## src/rtl/qpsk_rx_arbiter.sv

```systemverilog
// Grants one symbol source per character to the shared QPSK demapper and aborts on mid-character stalls.
// Optional feature macro: QPSK_ARB_FIXED_PRIO_EN (fixed lowest-index priority instead of round-robin).
module qpsk_rx_arbiter #(
  parameter int NUM_SRC       = 2,
  parameter int SYMS_PER_CHAR = 4,
  parameter int TIMEOUT       = 16
) (
  input  logic                       clk,
  input  logic                       reset,
  input  logic [NUM_SRC*8-1:0]       src_i,
  input  logic [NUM_SRC*8-1:0]       src_q,
  input  logic [NUM_SRC-1:0]         src_valid,
  output logic [NUM_SRC-1:0]         src_ready,
  input  logic                       fifo_full,
  output logic [7:0]                 sym_i,
  output logic [7:0]                 sym_q,
  output logic                       iq_valid,
  output logic [$clog2(NUM_SRC)-1:0] cur_src,
  output logic                       demap_clr,
  output logic                       sync_err
);

  localparam int SW = $clog2(NUM_SRC);
  localparam int CW = $clog2(SYMS_PER_CHAR + 1);
  localparam int TW = $clog2(TIMEOUT + 1);

  typedef enum logic [1:0] {IDLE, BUSY, FLUSH} state_t;

  state_t              state;
  logic [SW-1:0]       last_src;
  logic [CW-1:0]       sym_cnt;
  logic [TW-1:0]       stall_cnt;
  logic                sel_valid;
  logic                xfer;
  logic signed [7:0]   sel_i;
  logic signed [7:0]   sel_q;

  function automatic logic [SW-1:0] pick_src(input logic [NUM_SRC-1:0] req,
                                             input logic [SW-1:0]      last);
    logic [SW-1:0] pick;
    int            idx;
    pick = '0;
`ifdef QPSK_ARB_FIXED_PRIO_EN
    idx = int'(last);
    for (int k = NUM_SRC - 1; k >= 0; k--) begin
      if (req[k]) pick = SW'(k);
    end
`else
    // Walk from lowest to highest priority so the nearest requester after last wins.
    for (int k = NUM_SRC; k >= 1; k--) begin
      idx = (int'(last) + k) % NUM_SRC;
      if (req[idx]) pick = SW'(idx);
    end
`endif
    return pick;
  endfunction

  assign sel_valid = src_valid[cur_src];
  assign sel_i     = src_i[int'(cur_src)*8 +: 8];
  assign sel_q     = src_q[int'(cur_src)*8 +: 8];
  assign xfer      = (state == BUSY) && sel_valid && !fifo_full;

  always_comb begin
    src_ready = '0;
    if (state == BUSY && !fifo_full) src_ready[cur_src] = 1'b1;
  end

  always_ff @(posedge clk or negedge reset) begin
    if (!reset) begin
      state     <= IDLE;
      cur_src   <= '0;
      last_src  <= SW'(NUM_SRC - 1);
      sym_cnt   <= '0;
      stall_cnt <= '0;
      sym_i     <= '0;
      sym_q     <= '0;
      iq_valid  <= 1'b0;
      demap_clr <= 1'b0;
      sync_err  <= 1'b0;
    end else begin
      iq_valid  <= 1'b0;
      demap_clr <= 1'b0;
      sync_err  <= 1'b0;
      unique case (state)
        IDLE: begin
          if (|src_valid) begin
            cur_src <= pick_src(src_valid, last_src);
            state   <= BUSY;
          end
        end
        BUSY: begin
          if (xfer) begin
            sym_i     <= sel_i;
            sym_q     <= sel_q;
            iq_valid  <= 1'b1;
            stall_cnt <= '0;
            if (sym_cnt == CW'(SYMS_PER_CHAR - 1)) begin
              sym_cnt  <= '0;
              last_src <= cur_src;
              state    <= IDLE;
            end else begin
              sym_cnt <= sym_cnt + 1'b1;
            end
          end else if (!sel_valid && !fifo_full) begin
            // Backpressure stalls are excluded; only a silent granted source counts.
            if (stall_cnt == TW'(TIMEOUT - 1)) begin
              state     <= FLUSH;
              demap_clr <= 1'b1;
              sync_err  <= 1'b1;
            end else begin
              stall_cnt <= stall_cnt + 1'b1;
            end
          end
        end
        FLUSH: begin
          sym_cnt   <= '0;
          stall_cnt <= '0;
          last_src  <= cur_src;
          state     <= IDLE;
        end
        default: state <= IDLE;
      endcase
    end
  end

endmodule
```

## config.mk

```make
export PLATFORM = sky130hd
export DESIGN_NAME = qpsk_rx_arbiter
export DESIGN_NICKNAME = d
export VERILOG_FILES = /design/src/rtl/qpsk_rx_arbiter.sv
export SDC_FILE = /design/constraint.sdc
export NUM_CORES = 1
export LEC_CHECK = 0
export ABC_AREA = 1
export CAP_MARGIN = 10
export CORE_UTILIZATION = 36
export CTS_BUF_LIST = sky130_fd_sc_hd__clkbuf_16
export DETAILED_ROUTE_END_ITERATION = 7
export HOLD_SLACK_MARGIN = 0.02
export PLACE_DENSITY = 0.78
export SLEW_MARGIN = 20
export SYNTH_ARGS = -nofsm -noshare
export SYNTH_HDL_FRONTEND = slang
export SYNTH_SLANG_ARGS = --single-unit
```

## constraint.sdc

```tcl
create_clock -name clk -period 1.7 [get_ports clk]
set_clock_uncertainty 0.1 [all_clocks]
set_input_delay 0.425 -clock clk [delete_from_list [all_inputs] [get_ports clk]]
set_output_delay 0.425 -clock clk [all_outputs]
set_load 0.02 [all_outputs]
```

# == After elaboration in Yosys (flattened, before gate mapping) ==
# Index checks and enable logic that the tools add are counted.
# classes
bitwise_logic,2
n_lt_le_gt_ge,4
add_sub_neg,4
n_shift,2
muxes,35
n_reduce_logical,16
n_eq_ne,11
# op_table
operator,n
16-bit by 5-bit variable part select with 8-bit output,2
1-bit two-way mux,19
5-bit two-way mux,3
2-bit two-way mux,6
5-bit one-hot mux with 2 select lines,1
"3-bit by 2-bit != test with 1-bit output, second input constant",3
"2-bit by 3-bit < comparator with 1-bit output, second input constant",2
3-bit two-way mux,2
3-bit one-hot mux with 2 select lines,1
2-bit AND reduction,3
3-bit AND reduction,2
"5-bit by 1-bit adder with 5-bit output, second input constant",1
"5-bit by 4-bit == test with 1-bit output, second input constant",1
1-bit logical AND,5
"2-bit != test, second input constant",2
2-bit one-hot mux with 2 select lines,1
4-bit AND reduction,1
"3-bit by 1-bit adder with 3-bit output, second input constant",1
"3-bit by 2-bit == test with 1-bit output, second input constant",1
"3-bit != test, second input constant",1
"1-bit adder, second input constant",2
"1-bit AND, first input constant",2
"2-bit by 1-bit == test with 1-bit output, second input constant",1
"2-bit == test, second input constant",1
9 further kinds,10
# totals
out_inout_bits,22
ff_bits,30
input_bits,37

# == Depth between registers and ports, before layout ==
# Gate-level depths: netlist (run 1).
# depth
depth_word,7
depth_mapped,10
depth_no_buf,10

# == Least setup slack after synthesis (run 1) ==
# OpenSTA, ideal clock, no wires.
# synth_timing
kind,reg2out
from,reg state[1]
to,out src_ready[0]
path_buffers,0
t_arrival_ns,1.205
path_stages_with_launch,7
required_time_ns,1.175
slack_ns,-0.030
cell_sequence,dfrtp_1 inv_1 ha_1 inv_2 nor2_8 inv_1 nor2_1
# synth_via
elab_chain_cells,3
# synth_rtl
item,line,text
start: declaration,29,state_t state;
start signal: assignment,70,state <= IDLE;
start signal: assignment,88,state <= BUSY;
start signal: assignment,100,state <= IDLE;
2-bit by 1-bit == test with 1-bit output,65,if (state == BUSY && !fifo_full) src_ready[cur_src] = 1'b1;
1-bit logical AND,65,
2-bit two-way mux,65,
end: declaration,13,"output logic [NUM_SRC-1:0] src_ready,"
# No other way between the ends.

# == Worst setup path in the final report (run 1) ==
# layout_timing
from,reg state[1]
to,out src_ready[1]
# Same word-level chain as after synthesis.

==> impl_metrics.csv, run 1 <==
group,metric,value,unit
detailed_routing,drt-wirelength-per-cell,12.80,um
worst_setup_path,worst_setup_path_end_kind,"output port",
yosys,avgSynthCellArea,8.181,um2
hold_path,hold_start,"stall_cnt[4]",
detailed_routing,viasPerCell,4.814,
power,power.density,1719,mW/mm2
place,dp.cells,316,
detailed_routing,wirelength,4.275,mm
yosys,synth.most_common_cell,"nand2_1",
global_route,overflow,0,
clock_tree,clock-sinks,30,
detailed_routing,maxUsedRoutingLayer,"met4",
yosys,synth-main-ff-cell,"dfrtp_1",
global_route,grt_max_degree,31,
worst_setup_path,start_kind,"register",
yosys,synth_top_area_cell,"dfrtp_1",
yosys,syn-num-nets,237,
floorplan,pin_count,59,
timing,layout_setup_ws,-81.34,ps
cells_and_area,finalNonFillerCells,334,
timing,fmax,561.4,MHz
run_status,outcome,"complete, but fails checks",
worst_setup_path,r2r-end,"stall_cnt[1]",
detailed_routing,num_vias,1608,
clock_tree,clockBufferDepth,2,
floorplan,die_area,0.004655,mm2
worst_setup_path,worst_r2r_startpoint,"stall_cnt[0]",
global_route,grt_pass1_wl,6.299,mm
floorplan,start_util,38.37,%
yosys,synthArstFlopShare,100.0,%
timing,period_share,104.8,%
place,place_ws,-663.2,ps
power,p_leak,0.001244,uW
cells_and_area,finalInstanceArea,0.002658,mm2
detailed_routing,met1_length,1.726,mm
timing,hold_ws,382.0,ps
worst_setup_path,cp.required,1170,ps
timing,maxSlewHeadroom,83.47,%
clock_tree,clk_latency,270,ps
detailed_routing,drtAntennaViolNets,0,
floorplan,die_h,68.23,um
yosys,ys_warn_count,0,
yosys,synthesis.area,0.001579,mm2
yosys,yosys-top-cells-count,"59 x nand2_1, 31 x nor2_1, 29 x dfrtp_1",
yosys,synth-edff-count,0,
detailed_routing,dr.first_iter.drc_count,63,
yosys,seq_area_frac_synth,47.62,%
global_route,grt_pass1_vias,1485,
cells_and_area,nets,327,
detailed_routing,met2_length,2.202,mm
timing,setup_tns,-190.3,ps
global_route,antenna_found_initial,0,
cells_and_area,num_antenna_cells,0,
clock_tree,htree_levels,2,
yosys,ys_ff_latch,30,
hold_path,hold_class,"reg2reg",
place,gp_congestion,0.7712,
worst_setup_path,rrSetupSlack,-20,ps
clock_tree,ctsHoldBuffers,0,
global_route,grtUsageTotal,19.00,%
cells_and_area,area_growth,68.30,%
hold_path,min_to,"stall_cnt[4]",
timing,hold_viol,0,
worst_setup_path,crit_fanout,2,
detailed_routing,drc_errors,0,
run_status,violations,"setup timing",
cells_and_area,drive_gt1_share,24.30,%
power,vdd_drop_max,0.7174,mV
floorplan,fp.dieW,68.23,um
floorplan,fp-row-count,23,
worst_setup_path,r2r_cells,10,
yosys,netlist_instances,193,
timing,finalSetupViolCount,6,
yosys,synth_cell_types,25,
detailed_routing,dr.pass1.iters,4,
clock_tree,cts-root-buf,"clkbuf_16",
timing,post-route-min-period,1781,ps
yosys,synth_area_leaders,"dfrtp_1 46%, nand2_1 14%, nor2_1 7.4%, a31oi_1 6.3%, ha_1 5.5%",
yosys,synth_top_area_share,45.96,%
place,portBuffers,58,
timing,slew_violations,0,
place,placed_cell_area,0.002374,mm2
hold_path,min_path_cells,2,
floorplan,core_area,0.004115,mm2
clock_tree,path_clk_slew,50,ps
worst_setup_path,critical_path_class,"reg2out",
timing,rsz0062_at_grt,"true",
clock_tree,cts_inserted_buffers,5,
clock_tree,cts_tree,"done",
place,post-dp-hpwl,2.863,mm
flow_run,drv_cap,0,
timing,tightest_slew,247.9,ps
detailed_routing,met3WireLength,258,um
worst_setup_path,critPathArrivalTime,1260,ps
[logic make-up (layout without fill, tap and decap cells)]
logic type	after synthesis	after routing	share of synthesized area, %
AND/OR/NAND/NOR	111	111	30.27
buffers and inverters	22	113	7.131
adder cells (fa/ha/maj)	7	7	5.546
AO/OA/AOI/OAI	22	22	8.875
XOR/XNOR	1	1	0.5548
flip-flops	30	30	47.62
[state kept, by name, indices dropped and copies added (netlist names)]
register   count
cur_src        1
iq_valid       1
last_src       1
stall_cnt      5
state          2
sym_cnt        3
sym_i          8
sym_q          8
sync_err       1
[critical path, cell delays in order (launching register included)]
cell and delay [ps]:
dfrtp_1 380, inv_2 80, ha_4 140, inv_4 50, nor2_8 70, inv_2 40
nor2_1 80, buf_4 150
[routing by layer]
layer | track usage (%) | vias to the layer above
met5 | 0 | -
met4 | 10.16 | 0
met3 | 4.667 | 8
met2 | 34.19 | 46
met1 | 20.14 | 747
li1 | - | 807
[report_power, final]
group	switching (uW)	total (uW)	internal, uW	leakage [uW]
Combinational	1380	2530	1150	0.000815
Clock	299	832	532	0.0000672
Sequential	178	1200	1030	0.000362
Total	1860	4570	2710	0.00124
[per-stage QoR]
stage                     utilization [%]  power (uW)
after global placement              57.68        3460
final                               64.58        4568
after detailed placement            57.68        3528
after CTS                           61.33        4313
after floorplan                         -        2495
after global routing                64.58        4928
[final cells by class]
cell class / count / area [um2]
clock inverters: 3 / 16.27
clock buffers: 5 / 125.1
repair buffers: 90 / 844.6
inverters: 15 / 63.81
fillers: 364 / 1458
multi-input cells: 141 / 793.3
flip-flops and latches: 30 / 752.0
well taps: 50 / 62.56
[worst max path at each step]
stage                         start           end  slack [ps]  cells past startpoint
after floorplan            state[1]  src_ready[0]         -30                      6
after global placement    fifo_full  src_ready[1]        -660                      5
after detailed placement  fifo_full  src_ready[1]        -660                      5
after CTS                  state[1]  src_ready[1]        -100                      7
after global routing       state[1]  src_ready[0]        -150                      7
final                      state[1]  src_ready[1]         -80                      7
[cell usage in the layout, fill, tap and decap left out, types with 2 or more instances in the layout]
| cell | n |
|---|---|
| clkdlybuf4s50_1 | 35 |
| nand2_2 | 5 |
| a31oi_1 | 16 |
| inv_1 | 8 |
| o21ai_0 | 3 |
| clkbuf_16 | 5 |
| nor2_1 | 31 |
| dlygate4sd2_1 | 20 |
| dfrtp_1 | 29 |
| ha_4 | 2 |
| nand3_1 | 6 |
| nand3_2 | 5 |
| ha_1 | 2 |
| nand4_1 | 3 |
| buf_12 | 3 |
| buf_4 | 27 |
| nand2_1 | 57 |
| buf_6 | 4 |
| ha_2 | 3 |
| inv_2 | 5 |
[timing repair]
action	4_1_cts	5_1_grt
hold endpoints to repair	0	0
setup buffers	3	7
endpoints found under the setup margin	22	17
resized for setup	38	20
pin swaps	1	13
Note: power is estimated with default switching activity, not from simulation.
==> run 2, diff against run 1 <==
- CORE_UTILIZATION: 36 -> 37
- PLACE_DENSITY: 0.78 -> 0.8
==> run 2 against run 1 <==
  * The run still ends with setup timing left
  * Register-to-register slack better by 50 ps
  * Hold slack better by 6.9 ps
  * Sequential share of layout area is 0.93 points higher
  * Die area is 2.6% lower
  * Clock-buffer cell count stayed put
  * Via count is 0.37% lower
  * Combinational power is 4% lower
  * Non-clock buffer count is 5 lower
  * Clock power is 2% lower
  * Largest power group unchanged
  * First-iteration DRC count is 24% higher
  * Critical path depth stayed put
==> impl_metrics.csv, run 2 (synthesis results as in run 1) <==
group,metric,value,unit
global_route,grtUsageTotal,19.19,%
hold_path,min_path_cells,2,
worst_setup_path,cp.required,1170,ps
cells_and_area,final-seq-area,753.2,um2
power,p_leak,0.001223,uW
power,power.density,1731,mW/mm2
timing,rsz0062_at_grt,"true",
flow_run,drv_cap,0,
global_route,grt_pass1_wl,6.499,mm
clock_tree,clockBufferDepth,2,
detailed_routing,drc_errors,0,
clock_tree,path_clk_slew,50,ps
detailed_routing,wirelength,4.290,mm
global_route,grt_max_degree,36,
floorplan,fp.dieW,67.33,um
run_status,outcome,"complete, but fails checks",
floorplan,pin_count,59,
place,gp_congestion,0.8474,
worst_setup_path,r2r-end,"state[0]",
timing,fmax,553.8,MHz
clock_tree,cts-root-buf,"clkbuf_16",
global_route,antenna_found_initial,0,
cells_and_area,fillers,327,
run_status,violations,"setup timing",
hold_path,min_to,"stall_cnt[4]",
detailed_routing,drt-wirelength-per-cell,13.04,um
place,portBuffers,58,
power,vdd_drop_max,0.6483,mV
timing,layout_setup_ws,-105.7,ps
worst_setup_path,start_kind,"register",
clock_tree,clock-sinks,30,
cells_and_area,nets,322,
detailed_routing,dr.first_iter.drc_count,78,
clock_tree,htree_levels,2,
global_route,overflow,0,
timing,tightest_slew,256.0,ps
timing,hold_ws,388.9,ps
detailed_routing,dr.pass1.iters,4,
worst_setup_path,r2r_cells,9,
worst_setup_path,crit_fanout,2,
cells_and_area,final_cell_mix,"53 x nand2_1, 35 x clkdlybuf4s50_1, 30 x nor2_1",
worst_setup_path,critPathArrivalTime,1280,ps
timing,finalSetupViolCount,2,
cells_and_area,multi_input_area,790.8,um2
hold_path,hold_start,"stall_cnt[4]",
worst_setup_path,rrSetupSlack,30,ps
worst_setup_path,worst_setup_path_end_kind,"output port",
detailed_routing,drtAntennaViolNets,0,
clock_tree,cts_tree,"done",
place,post-dp-hpwl,2.936,mm
clock_tree,clk_latency,270,ps
cells_and_area,reg_top3,"sym_i x8, sym_q x8, stall_cnt x5",
cells_and_area,drive_gt1_share,22.58,%
timing,maxSlewHeadroom,82.94,%
cells_and_area,fin_util,63.52,%
cells_and_area,area_growth,63.23,%
floorplan,core_area,0.004058,mm2
detailed_routing,num_vias,1602,
timing,period_share,106.2,%
floorplan,fp-row-count,23,
hold_path,hold_class,"reg2reg",
floorplan,start_util,38.91,%
worst_setup_path,worst_r2r_startpoint,"stall_cnt[1]",
floorplan,die_h,67.33,um
clock_tree,cts_inserted_buffers,5,
detailed_routing,viasPerCell,4.869,
floorplan,die_area,0.004533,mm2
timing,post-route-min-period,1806,ps
timing,slew_violations,0,
worst_setup_path,critical_path_class,"reg2out",
global_route,grt_pass1_vias,1503,
cells_and_area,final_common_cell,"nand2_1",
timing,hold_viol,0,
clock_tree,ctsHoldBuffers,0,
cells_and_area,num_antenna_cells,0,
-- run 2: cell count changes in the layout (fill, tap and decap cells not counted), sizes merged --
cell / delta
clkinvlp: -1
inv: +1
buf: -5
-- run 2: final cells by class --
type | instances | share of cell area, %
clock buffers | 5 | 4.854
inverters | 15 | 2.913
repair buffers | 85 | 29.37
clock inverters | 3 | 0.5340
multi-input cells | 141 | 30.68
flip-flops and latches | 30 | 29.22
well taps | 50 | 2.427
-- run 2: repair_timing --
item                                    CTS  global route
gates resized for setup                  38            23
pin swaps                                 0             5
buffers inserted                          3             4
endpoints found under the setup margin   22            29
-- run 2: layer usage --
layer  vias up  GRT usage [%]  routed length, um
li1        794              -                  -
met1       747          22.65               1787
met2        53          34.38               2123
met3         8          5.405                305
met4         0          3.989                 73
met5         -              0                  0
-- run 2: how the worst max path moves through the flow --
stage | to | cells past startpoint | slack, ps | start
after detailed placement | src_ready[1] | 5 | -670 | fifo_full
after CTS | src_ready[1] | 7 | -100 | state[1]
final | src_ready[1] | 7 | -110 | state[1]
after global placement | src_ready[0] | 5 | -640 | fifo_full
after floorplan | src_ready[0] | 6 | -30 | state[1]
after global routing | src_ready[1] | 7 | -160 | state[1]
-- run 2: worst max-delay path, cell delays in order (launching register included) --
cell	delay [ps]
dfrtp_1	380
inv_2	80
ha_4	140
inv_4	50
nor2_8	90
inv_2	40
nor2_1	80
buf_4	150
-- run 2: power by group --
part / internal, uW / switching (uW) / total [uW]
combinational: 1040 / 1380 / 2430
clock: 529 / 289 / 818
sequential: 1030 / 188 / 1220
total: 2600 / 1860 / 4460
-- run 2: metrics by stage --
stage          setup WS, ps  total power (uW)  cells  area [um2]  TNS (ps)
2_1_floorplan        -30.43              2495    193        1579    -60.86
3_3_place_gp         -641.4              3416    314        2321     -6285
3_5_place_dp         -667.5              3491    314        2321     -7374
4_1_cts              -97.80              4247    325        2469    -187.0
5_1_grt              -163.8              4795    329        2577    -794.6
6_report             -105.7              4461    329        2577    -197.6
==> run 3, diff against run 2 <==
- clock period: 1.7 -> 1.84 ns (I/O delays scaled with it)
==> run 3 against run 2 <==
  * The run still ends with setup timing left
  * Wire length fell by 7.8%
  * Power fell by 8.8%
  * Die area did not move
  * Sequential cell count did not move
  * Critical path depth did not move
  * Register-to-register slack improved by 50 ps
  * Design area fell by 2.6%
  * First-iteration DRC count rose by 28%
  * Utilization fell by 1.6 points
  * Sequential power fell by 7%
  * Largest cell class is now flip-flops and latches
==> impl_metrics.csv, run 3 (synthesis results as in run 1) <==
group,metric,value,unit
floorplan,pin_count,59,
timing,post-route-min-period,1850,ps
timing,finalSetupViolCount,1,
timing,rsz0062_at_grt,"true",
place,portBuffers,58,
global_route,antenna_found_initial,0,
worst_setup_path,start_kind,"register",
clock_tree,cts_inserted_buffers,5,
power,clkPwrFrac,18.5,%
clock_tree,path_clk_slew,50,ps
worst_setup_path,crit_fanout,2,
detailed_routing,drtAntennaViolNets,0,
run_status,violations,"setup timing",
cells_and_area,fillers,351,
power,vdd_drop_max,0.5519,mV
timing,hold_viol,0,
worst_setup_path,critical_path_class,"reg2out",
floorplan,start_util,38.91,%
power,netSwitchingFraction,39.54,%
power,power.switching,1608,uW
floorplan,core_area,0.004058,mm2
worst_setup_path,worst_setup_path_end_kind,"output port",
global_route,grtUsageTotal,19.20,%
detailed_routing,viasPerCell,4.815,
clock_tree,cts_tree,"done",
worst_setup_path,critPathArrivalTime,1290,ps
detailed_routing,num_vias,1565,
floorplan,die_area,0.004533,mm2
power,p_leak,0.001175,uW
power,finalPower,4068,uW
detailed_routing,wirelength,3.955,mm
detailed_routing,drt-wirelength-per-cell,12.17,um
worst_setup_path,cp.required,1280,ps
cells_and_area,drive_gt1_share,17.82,%
power,seqPwrFrac,28.0,%
timing,slew_violations,0,
clock_tree,cts-root-buf,"clkbuf_16",
hold_path,hold_class,"reg2reg",
detailed_routing,dr.first_iter.drc_count,100,
clock_tree,htree_levels,2,
timing,setup_tns,-9.869,ps
cells_and_area,final-seq-area,753.2,um2
power,combPwrFrac,53.5,%
clock_tree,clk_latency,270,ps
global_route,grt_pass1_wl,6.313,mm
cells_and_area,area_growth,59.03,%
floorplan,die_h,67.33,um
place,gp_congestion,0.8473,
cells_and_area,multi_input_area,742.0,um2
clock_tree,clockBufferDepth,2,
power,power.density,1620,mW/mm2
cells_and_area,reg_top3,"sym_i x8, sym_q x8, stall_cnt x5",
timing,period_share,100.5,%
detailed_routing,drc_errors,0,
cells_and_area,final_cell_mix,"59 x nand2_1, 53 x clkdlybuf4s50_1, 30 x nor2_1",
timing,tightest_slew,238.6,ps
timing,layout_setup_ws,-9.869,ps
timing,fmax,540.6,MHz
global_route,overflow,0,
cells_and_area,final_common_cell,"nand2_1",
global_route,grt_max_degree,36,
clock_tree,clock-sinks,30,
power,p_int,2459,uW
cells_and_area,num_antenna_cells,0,
place,post-dp-hpwl,2.826,mm
floorplan,fp.dieW,67.33,um
flow_run,drv_cap,0,
run_status,outcome,"complete, but fails checks",
floorplan,fp-row-count,23,
timing,hold_ws,373.9,ps
cells_and_area,nets,318,
detailed_routing,dr.pass1.iters,4,
global_route,grt_pass1_vias,1442,
timing,maxSlewHeadroom,84.09,%
-- run 3: worst max-delay path, stage by stage (launching register included) --
cell	delay, ps
dfrtp_1	380
inv_2	80
ha_4	140
inv_4	50
nor2_8	90
inv_2	50
nor2_1	80
buf_4	140
-- run 3: power by group through the flow --
stage | registers, uW | clock network, uW | logic [uW]
3_5_place_dp | 1130 | 0 | 2050
3_3_place_gp | 1120 | 0 | 2000
5_1_grt | 1160 | 805 | 2400
4_1_cts | 1130 | 768 | 2140
6_report | 1140 | 753 | 2180
2_1_floorplan | 1350 | 0 | 954
-- run 3: per-layer routing --
metal | vias up | GRT usage [%] | share of wire [%] | routed length (um)
met5 | - | 0 | 0 | 0
met4 | 0 | 7.181 | 1.5 | 60
met3 | 5 | 5.912 | 7.3 | 287
met2 | 51 | 33.38 | 47 | 1867
met1 | 721 | 21.95 | 44 | 1739
li1 | 788 | - | - | -
-- run 3: area by class of cell --
type / instances / share of cell area [%]
Timing Repair Buffer: 81 / 29.95
Sequential cell: 30 / 29.99
Clock buffer: 5 / 4.983
Inverter: 15 / 2.541
Tap cell: 50 / 2.491
Multi-Input combinational cell: 141 / 29.55
Clock inverter: 3 / 0.4983
-- run 3: path summary, 6_finish.rpt --
kind / startpoint / end / slack, ps / depth (start not counted)
worst max-delay path: state[1] / src_ready[1] / -10 / 7
worst min register to register: stall_cnt[4] / stall_cnt[4] / 370 / 2
max in group asynchronous: reset / sync_err / 970 / 2
min in group asynchronous: reset / sym_i[5] / 430 / 2
worst min-delay path: stall_cnt[4] / stall_cnt[4] / 370 / 2
worst max register to register: state[1] / state[1] / 80 / 13
-- run 3: timing repair --
action / in CTS / in global routing
setup buffers: 5 / 0
pin swaps: 0 / 0
resized for setup: 19 / 5
setup endpoints to repair: 3 / 10
gates cloned: 0 / 0
hold buffers: 0 / 0
-- run 3: stage by stage --
step	instances	instance area, um2	setup WS (ps)	utilization (%)
2_1_floorplan	193	1579	74.57	-
3_3_place_gp	312	2306	-572.4	56.83
3_5_place_dp	312	2306	-631.8	56.83
4_1_cts	325	2492	-13.85	61.42
5_1_grt	325	2511	-61.38	61.89
6_report	325	2511	-9.869	61.89
